--- config.mk ---
export PLATFORM = sky130hd
export DESIGN_NAME = gray_wr_ptr_ctrl
export DESIGN_NICKNAME = d
export VERILOG_FILES = /design/src/rtl/gray_wr_ptr_ctrl_pkg.sv /design/src/rtl/gray_wr_ptr_ctrl_gray2bin.sv /design/src/rtl/gray_wr_ptr_ctrl.sv
export SDC_FILE = /design/constraint.sdc
export NUM_CORES = 1
export LEC_CHECK = 0
export ABC_AREA = 1
export BUFFER_PORTS_ARGS = -buffer_cell sky130_fd_sc_hd__buf_2
export CAP_MARGIN = 10
export CORE_AREA = 2 2 63 53
export CTS_BUF_LIST = sky130_fd_sc_hd__clkbuf_4 sky130_fd_sc_hd__clkbuf_8
export DETAILED_ROUTE_END_ITERATION = 12
export DIE_AREA = 0 0 65 55
export PLACE_DENSITY = 0.71
export SLEW_MARGIN = 10
export SYNTH_ARGS = -nofsm -noshare
export SYNTH_HDL_FRONTEND = slang
export SYNTH_SLANG_ARGS = --single-unit
--- constraint.sdc ---
create_clock -name clk -period 2.5 [get_ports clk]
set_input_delay 0.25 -clock clk [delete_from_list [all_inputs] [get_ports clk]]
set_output_delay 0.25 -clock clk [all_outputs]
set_load 0.03 [all_outputs]
--- src/rtl/gray_wr_ptr_ctrl_pkg.sv ---
// Shared definitions for the gray-code FIFO pointer controllers (write side now, read side later).
package gray_wr_ptr_ctrl_pkg;

    localparam int PTR_W_MAX = 32;

    // The pointer carries one extra wrap bit beyond the RAM address.
    function automatic int ptr_w(input int addr_width);
        return addr_width + 1;
    endfunction

    function automatic logic [PTR_W_MAX-1:0] bin2gray(input logic [PTR_W_MAX-1:0] bin);
        return bin ^ (bin >> 1);
    endfunction

endpackage

--- src/rtl/gray_wr_ptr_ctrl_gray2bin.sv ---
// Gray-to-binary converter: each binary bit is the XOR of all gray bits at or above it.
module gray2bin #(
    parameter int WIDTH = 5
) (
    input  logic [WIDTH-1:0] gray_i,
    output logic [WIDTH-1:0] bin_o
);

    always_comb begin
        bin_o = '0;
        for (int i = 0; i < WIDTH; i++) begin
            bin_o[i] = ^(gray_i >> i);
        end
    end

endmodule

--- src/rtl/gray_wr_ptr_ctrl.sv ---
// Write-side pointer controller for a gray-pointer async FIFO: write pointer, read-pointer
// synchronizer and the full / almost_full / fill-count / overflow flags, all in the write domain.
module gray_wr_ptr_ctrl
    import gray_wr_ptr_ctrl_pkg::*;
#(
    parameter int ADDR_WIDTH = 4,
    parameter int AF_THRESH  = 14
) (
    input  logic                  clk,
    input  logic                  rst,
    input  logic                  wr_en,
    input  logic [ADDR_WIDTH:0]   rd_ptr_gray_async,
    output logic                  wr_ack,
    output logic [ADDR_WIDTH-1:0] wr_addr,
    output logic [ADDR_WIDTH:0]   wr_ptr_gray,
    output logic                  full,
    output logic                  almost_full,
    output logic [ADDR_WIDTH:0]   wr_count,
    output logic                  overflow
);

    localparam int PW = ptr_w(ADDR_WIDTH);
    localparam logic [PW-1:0] AF_T = PW'(AF_THRESH);

    logic [PW-1:0] wr_ptr_bin_q, wr_ptr_bin_d;
    logic [PW-1:0] wr_ptr_gray_q, wr_ptr_gray_d;
    logic [PW-1:0] sync1_q, sync2_q;
    logic [PW-1:0] wr_count_q, wr_count_d;
    logic          full_q, full_d;
    logic          almost_full_q, almost_full_d;
    logic          overflow_q, overflow_d;

    logic [PW-1:0] rd_bin;
    logic          accept;

    gray2bin #(
        .WIDTH (PW)
    ) u_rd_gray2bin (
        .gray_i (sync2_q),
        .bin_o  (rd_bin)
    );

    assign accept = wr_en & ~full_q;

    // Full is judged on the post-write pointer so it never lags an accepted write;
    // in gray form "one lap ahead" is the read pointer with its top two bits inverted.
    always_comb begin
        wr_ptr_bin_d  = wr_ptr_bin_q + {{(PW-1){1'b0}}, accept};
        wr_ptr_gray_d = PW'(bin2gray(PTR_W_MAX'(wr_ptr_bin_d)));
        full_d        = (wr_ptr_gray_d == {~sync2_q[PW-1:PW-2], sync2_q[PW-3:0]});
        wr_count_d    = wr_ptr_bin_d - rd_bin;
        almost_full_d = (wr_count_d >= AF_T);
        overflow_d    = overflow_q | (wr_en & full_q);
    end

    always_ff @(posedge clk) begin
        if (rst) begin
            wr_ptr_bin_q  <= '0;
            wr_ptr_gray_q <= '0;
            sync1_q       <= '0;
            sync2_q       <= '0;
            full_q        <= 1'b0;
            almost_full_q <= 1'b0;
            wr_count_q    <= '0;
            overflow_q    <= 1'b0;
        end else begin
            wr_ptr_bin_q  <= wr_ptr_bin_d;
            wr_ptr_gray_q <= wr_ptr_gray_d;
            sync1_q       <= rd_ptr_gray_async;
            sync2_q       <= sync1_q;
            full_q        <= full_d;
            almost_full_q <= almost_full_d;
            wr_count_q    <= wr_count_d;
            overflow_q    <= overflow_d;
        end
    end

    assign wr_ack      = accept;
    assign wr_addr     = wr_ptr_bin_q[ADDR_WIDTH-1:0];
    assign wr_ptr_gray = wr_ptr_gray_q;
    assign full        = full_q;
    assign almost_full = almost_full_q;
    assign wr_count    = wr_count_q;
    assign overflow    = overflow_q;

endmodule
[After elaboration in Yosys (flattened, before gate mapping)]
Index checks and enable logic that the tools add are counted.
Cells by class
  $add $sub $neg: 2
  order comparisons: 1
  equal/unequal tests: 1
  bitwise operators: 6
  reductions and logical operators: 5
Operators with widths (number)
  XOR reduction 5 bit: 5
  adder 5 x 1 -> 5 bit: 1
  == test 5 bit: 1
  greater-or-equal comparator 5 x 4 -> 1 bit (second input constant): 1
  subtractor 5 bit: 1
  bitwise XOR 5 x 4 -> 5 bit: 1
  bitwise AND 1 bit: 2
  inverter 2 bit: 1
  inverter 1 bit: 1
  bitwise OR 1 bit: 1
Storage, ports and cells
  register bits: 28
  input bits: 8
  word-level logic and storage cells: 23

[Longest topological paths before layout]
Gate-level depths: netlist of run 1.
  depth after elaboration: 5
  mapped depth: 15
  mapped depth without buffers: 15

[Modules after synthesis]
From an unflattened synthesis of run 1, not the netlist that was laid out.
Second synthesis, totals
  cells, all modules: 181
  area, all modules: 1330.0 sq um
Modules (own cells, without submodules)
  gray_wr_ptr_ctrl: instances 1, cells an instance 157, area each 1206.2 sq um, seq. area each 540.5 sq um
  gray2bin: instances 1, cells an instance 24, area each 123.9 sq um, seq. area each 0.0 sq um

[Worst setup path after synthesis of run 1]
Ideal clock, no wire load.
  kind: register to register
  start point: register full_q (netlist: full)
  end point: register almost_full_q (netlist: almost_full)
  library setup time: 0.115 ns
  arrival time: 2.413 ns
  required time: 2.385 ns
  slack: -0.028 ns
  cell stages (with the launch flop): 12
  path buffers: 0
  clock period less this slack: 2.528 ns
  cells stage by stage: dfxtp_1 > nor2_1 > ha_1 > ha_1 > inv_1 > fa_1 > o21ai_0 > nand2_1 > nand2_1 > nand2_1 > nand3_1 > nand2_1
On the way
  cells in the longest elaborated chain, start to end: 5
RTL lines
  start: declaration: RTL line gray_wr_ptr_ctrl.sv:29  | logic full_q, full_d;
  start signal: assignment: RTL line gray_wr_ptr_ctrl.sv:71  | full_q <= full_d;
  inverter 1 bit: RTL line gray_wr_ptr_ctrl.sv:43  | assign accept = wr_en & ~full_q;
  bitwise AND 1 bit: RTL line gray_wr_ptr_ctrl.sv:43
  named net wr_ack: RTL line gray_wr_ptr_ctrl.sv:13  | output logic wr_ack,
  adder 5 x 1 -> 5 bit: RTL line gray_wr_ptr_ctrl.sv:48  | wr_ptr_bin_d = wr_ptr_bin_q + {{(PW-1){1'b0}}, accept};
  named net wr_ptr_bin_d[1]: RTL line gray_wr_ptr_ctrl.sv:25  | logic [PW-1:0] wr_ptr_bin_q, wr_ptr_bin_d;
  subtractor 5 bit: RTL line gray_wr_ptr_ctrl.sv:51  | wr_count_d = wr_ptr_bin_d - rd_bin;
  greater-or-equal comparator 5 x 4 -> 1 bit: RTL line gray_wr_ptr_ctrl.sv:52  | almost_full_d = (wr_count_d >= AF_T);
  end signal: assignment: RTL line gray_wr_ptr_ctrl.sv:72  | almost_full_q <= almost_full_d;
  end: declaration: RTL line gray_wr_ptr_ctrl.sv:30  | logic almost_full_q, almost_full_d;
The timed path passes the listed nets, and every way through them passes these cells.
A chain may end at the register's enable or synchronous reset.

[Worst setup path after layout of run 1]
  start point: register sync2_q[4]
  end point: register almost_full_q (netlist: almost_full)
On the way
  cells in the longest elaborated chain, start to end: 3
  elaborated cells between the ends (all ways): 7
  classes of those cells: 1 x add/sub; 1 x order compare; 5 x reduce/logical
RTL lines
  start: declaration: RTL line gray_wr_ptr_ctrl.sv:27  | logic [PW-1:0] sync1_q, sync2_q;
  start signal: assignment: RTL line gray_wr_ptr_ctrl.sv:70  | sync2_q <= sync1_q;
  XOR reduction 5 bit: RTL line gray_wr_ptr_ctrl_gray2bin.sv:12  | bin_o[i] = ^(gray_i >> i);
  subtractor 5 bit *: RTL line gray_wr_ptr_ctrl.sv:51
  greater-or-equal comparator 5 x 4 -> 1 bit *: RTL line gray_wr_ptr_ctrl.sv:52
Every way passes the cells marked *; elsewhere a longest branch is shown, timed or not.

==> results of run 1 <==
[cell usage after synthesis]
| cell type | instances | area share |
|---|---|---|
| o21ai_0 | 2 | 0.0080 |
| xor2_1 | 3 | 0.021 |
| inv_2 | 2 | 0.0060 |
| xor2_2 | 1 | 0.013 |
| nor3_1 | 1 | 0.0040 |
| a21oi_1 | 4 | 0.016 |
| inv_1 | 29 | 0.087 |
| xor2_4 | 1 | 0.022 |
| nand3_2 | 1 | 0.0080 |
| nand4_1 | 3 | 0.015 |
| nand2_1 | 35 | 0.10 |
| fa_1 | 1 | 0.016 |
| nand3_1 | 12 | 0.048 |
| ha_1 | 5 | 0.050 |
| buf_6 | 1 | 0.0090 |
| nand2_2 | 9 | 0.045 |
| dfxtp_1 | 27 | 0.43 |
| nand2_4 | 1 | 0.0090 |
| clkbuf_1 | 3 | 0.0090 |
| nor2_1 | 27 | 0.081 |
[worst reg2reg max path: cells and delay by family, from the launching register on]
| family | cells | cell delay (ns) |
|---|---|---|
| adders and majority gates | 2 | 0.60 |
| and+or+nand+nor | 7 | 0.53 |
| xor gates and xnor gates | 2 | 0.37 |
| buffers and inverters | 2 | 0.13 |
| DFF | 1 | 0.33 |
| AOI/OAI and AO/OA | 1 | 0.16 |
[stage by stage]
step	std cells	power (mW)
after global routing	233	1.04
after floorplan	168	0.679
after detailed placement	229	0.736
after global placement	229	0.737
final	233	0.970
after CTS	233	0.983
[final cells by class]
class,count,area [sq um],share of cell area
sequential,27,541,0.371
clock inverter,1,5.00,0.00343
timing repair buffer,25,125,0.0858
multi-input combinational,106,579,0.397
inverter,31,116,0.0798
clock buffer,3,41.3,0.0283
tap,40,50.0,0.0343
[power by group through the flow]
stage / sequential [mW] / clock (mW) / combinational (mW)
after detailed placement: 0.489 / 0 / 0.248
after global placement: 0.489 / 0 / 0.249
after CTS: 0.479 / 0.254 / 0.250
final: 0.479 / 0.244 / 0.248
after floorplan: 0.549 / 0 / 0.130
after global routing: 0.484 / 0.275 / 0.283
[registers in the layout, summed over array words and instances (netlist names)]
| signal | flops |
|---|---|
| sync2_q | 5 |
| sync1_q | 5 |
| overflow | 1 |
| almost_full | 1 |
| wr_count | 5 |
| wr_ptr_bin_q | 5 |
| wr_ptr_gray | 4 |
| full | 1 |
[cell families (layout without fill, tap and decap cells)]
group | count (synthesis) | after routing | share of synthesized area
simple gates | 89 | 89 | 0.314
buf+inv | 35 | 60 | 0.111
flops | 27 | 27 | 0.430
fa+ha+maj | 6 | 6 | 0.0657
compound gates | 6 | 6 | 0.0239
xor+xnor | 5 | 5 | 0.0558
[final timing paths]
check        slack [ns]                  from          end  cells past startpoint
min                0.17  rd_ptr_gray_async[0]   sync1_q[0]                      3
max                0.30            sync2_q[4]  almost_full                     14
max reg2reg        0.30            sync2_q[4]  almost_full                     14
min reg2reg        0.40            sync1_q[2]   sync2_q[2]                      2
[layer usage]
metal  routed length [microns]  share of wire  up-vias
met4                        31          0.015        0
li1                          -              -      553
met5                         0              0        -
met2                       850           0.40       22
met3                       110          0.052        5
met1                      1120           0.53      412
==> results.cfg, run 1 <==
[global_routing]
grtUsageTotal = 0.143
use_met2 = 0.216
use_met3 = 0.0486
grt_pass1_vias = 867
grt_overflow = 0
grt-busiest-layer = met2
grt_max_degree = 27
antenna_found_initial = 0
grt_pass1_wl_microns = 3730
use_met1 = 0.192

[critical_path]
path_max_fanout = 3
crit_type = register to register
startpoint_type = register
cp.required_ns = 2.68
critPathArrivalTime_ns = 2.38
crit_chain = inv_1 -> nand2_1 -> nand2_4 -> xor2_4 -> xor2_1 -> inv_1 -> ha_1 -> fa_1 -> o21ai_0 -> nand2_1 -> nand2_1 -> nand2_1 -> nand3_1 -> nand2_1
slowest_delay_ns = 0.40
cp_common_cell = nand2_1
cp_slowest_cell = fa_1
crit_family = adder cells
critPathBufInv = 2
endpoint_kind = register

[cells_and_area]
nFillCells = 307
antenna_cells = 0
finalInstanceArea_sq_um = 1460
final_cell_mix = nand2_1, inv_1, dfxtp_1
area_growth_pct = 16.0
layout-drive-gt1-share = 0.233
finalNetCount = 208
final_common_cell = nand2_1
final_util = 0.494

[yosys]
synthDistinctLibCells = 20
syn_avg_cell_area_sq_um = 7.48
synthesis.nets = 182
ys_seq_area_frac = 0.430
yosys_warnings = 0
syn_inst = 168
ys_ff_latch = 27
synth.cell_area_sq_um = 1260

[sta]
max_freq_mhz = 454
post-route-period-util = 0.880
worst_slack_ns = 0.300
rsz0062_at_grt = no
max_slew_margin = 0.706
fin_skew_ns = 0.00195
drv_slew = 0
tightestPinTransition_ns = 0.441
hold_viol_final = 0
setup-tns-final_ns = 0
holdWs_ns = 0.169
setup_viol = 0
period_minus_slack_ns = 2.20

[placed_design]
io_buffers = 25
place_ws_ns = 0.252
postPlaceCellArea_sq_um = 1410
globalplace.congestion = 0.824
hpwl_microns = 1620

[die]
die_h_microns = 55
rows = 18
die-width_microns = 65
start_util = 0.426
core_area_sq_um = 2950
dieArea_sq_um = 3580
ios = 26

[clock_tree]
htree_levels = 1
ctsResizeCount = 0
cts_tree = done
max-clock-path-buffers = 2
clkLatencyLatePin_ns = 0.27
cts_buffers = 3
cts_sinks = 27
ctsRootBufferMaster = clkbuf_8
holdBufCountCts = 0
post_cts_buffers = 0
clkTransAtPathRegs_ns = 0.09

[routing]
route.final.wire_length_microns = 2110
wire_per_inst_microns = 9.06
routed_via_density = 4.26
antenna_left = 0
dr.pass1.iters = 4
dr_total_vias = 992
route.detailed.drc = 0
dr.first_iter.drc_count = 40

[power_and_ir_drop]
pwr-share-seq = 0.494
switching_share = 0.320
p_clk_frac = 0.251
combPwrFrac = 0.255
cellPowerDensity_nw_per_um2 = 666
ir_drop_uv = 359
p_switching_uw = 310
leakage_nw = 0.774
internal_power_uw = 660

[outcome]
status = finished clean

[job]
max_cap_violations = 0

[worst_hold_path]
hp-class = input pin to register
No activity file was read; power rests on OpenSTA's default activity.
==> inputs of run 2 (changes only) <==
Settings changed: CORE_AREA 2 2 63 53 to 2 2 62 52, DIE_AREA 0 0 65 55 to 0 0 64 54, PLACE_DENSITY 0.71 to 0.73.
==> run 2 against run 1 <==
Utilization grew 0.16 points. Final area shrank 1.2%. Die area shrank 3.3%. Highest routed layer unchanged.
==> results.cfg, run 2 (same netlist as run 1, synthesis figures left out) <==
[global_routing]
antenna_found_initial = 0
grt_pass1_vias = 882
grt_max_degree = 27
grt_overflow = 0
grtUsageTotal = 0.139
grt_pass1_wl_microns = 3630

[power_and_ir_drop]
leakage_nw = 0.766
ir_drop_uv = 321
cellPowerDensity_nw_per_um2 = 633

[clock_tree]
holdBufCountCts = 0
post_cts_buffers = 0
clkTransAtPathRegs_ns = 0.14
clkLatencyLatePin_ns = 0.32
cts_buffers = 3
cts_tree = done
max-clock-path-buffers = 2
ctsResizeCount = 0
ctsRootBufferMaster = clkbuf_4
cts_sinks = 27
htree_levels = 1

[die]
die_h_microns = 54
dieArea_sq_um = 3460
start_util = 0.432
core_area_sq_um = 2910
rows = 18
die-width_microns = 64
ios = 26

[placed_design]
hpwl_microns = 1640
globalplace.congestion = 0.894
place_inst = 229
io_buffers = 25
place_ws_ns = 0.278

[critical_path]
cp.required_ns = 2.73
crit_type = register to register
cp-startpoint = sync2_q[4]
startpoint_type = register
crit_family = adder cells
timing.rr.end = almost_full
endpoint_kind = register
worstRegToRegCells = 14
rr_startpoint = sync2_q[4]
path_max_fanout = 3
crit_chain = inv_1 -> nand2_1 -> nand2_4 -> xor2_4 -> xor2_1 -> inv_1 -> ha_1 -> fa_1 -> o21ai_1 -> nand2_1 -> nand2_1 -> nand2_1 -> nand3_1 -> nand2_1
slowest_delay_ns = 0.40
critPathBufInv = 2
cp_common_cell = nand2_1
endpoint = almost_full
critPathArrivalTime_ns = 2.42
cp_slowest_cell = fa_1
r2r_setup_slack_ns = 0.31
crit_cells = 14

[routing]
antenna_left = 0
wire_per_inst_microns = 8.94
dr.pass1.iters = 4
route.detailed.drc = 0
dr_total_vias = 1012
dr.first_iter.drc_count = 45
routed_via_density = 4.34
route.final.wire_length_microns = 2080

[sta]
setup_viol = 0
tightestPinTransition_ns = 0.422
setup-tns-final_ns = 0
max_slew_margin = 0.719
hold_viol_final = 0
period_minus_slack_ns = 2.19
max_freq_mhz = 456
post-route-period-util = 0.877
drv_slew = 0
fin_skew_ns = 0.000933
rsz0062_at_grt = no
worst_slack_ns = 0.307

[cells_and_area]
antenna_cells = 0
finalNetCount = 208
stdcell_count = 233
nFillCells = 300
area_growth_pct = 14.6
layout-drive-gt1-share = 0.238
final_cell_mix = nand2_1, inv_1, nor2_1, dfxtp_1, buf_2
final_common_cell = nand2_1
final_util = 0.496

[worst_hold_path]
hp-class = input pin to register
hold_start = rd_ptr_gray_async[3]

[outcome]
status = finished clean

[job]
max_cap_violations = 0
run 2: how the worst min path moves through the flow:
stage / endpoint / slack, ns / depth (start not counted)
floorplan: sync1_q[0] / 0.36 / 2
CTS: sync1_q[3] / 0.10 / 3
global placement: sync2_q[0] / 0.39 / 2
global route: sync1_q[1] / 0.10 / 3
detailed placement: sync2_q[0] / 0.39 / 2
finish: sync1_q[3] / 0.12 / 3
run 2: worst reg2reg max path: cells and delay by family (launching register included):
kind | cells | cell delay (ns)
simple gates | 7 | 0.52
flops | 1 | 0.35
compound gates | 1 | 0.14
xor+xnor | 2 | 0.37
buf+inv | 2 | 0.14
fa+ha+maj | 2 | 0.60
run 2: layout make-up:
| cell class | instances | area (sq um) | share of cell area |
|---|---|---|---|
| Multi-Input combinational cell | 106 | 579 | 0.402 |
| Clock buffer | 3 | 22.5 | 0.0156 |
| Tap cell | 40 | 50.0 | 0.0348 |
| Timing Repair Buffer | 25 | 125 | 0.0869 |
| Inverter | 31 | 116 | 0.0808 |
| Sequential cell | 27 | 542 | 0.376 |
| Clock inverter | 1 | 5.00 | 0.00348 |
run 2: through the flow:
step	area, sq um	hold slack (ns)	total power, mW
6_report	1440	0.115	0.911
5_1_grt	1440	0.101	0.984
4_1_cts	1440	0.104	0.923
3_5_place_dp	1410	0.392	0.738
3_3_place_gp	1410	0.390	0.737
2_1_floorplan	1260	0.357	0.679
run 2: layer usage:
layer | GRT usage | up-vias | part of all wire
li1 | - | 549 | -
met1 | 0.165 | 435 | 0.51
met2 | 0.250 | 26 | 0.42
met3 | 0.0502 | 2 | 0.058
met4 | 0.0217 | 0 | 0.0048
met5 | 0 | - | 0
run 2: power by group:
group	total [mW]	leakage, nW	switching (mW)	internal (mW)
logic	0.250	0.526	0.167	0.0825
clock network	0.182	0.0177	0.122	0.0599
registers	0.479	0.223	0.0126	0.467
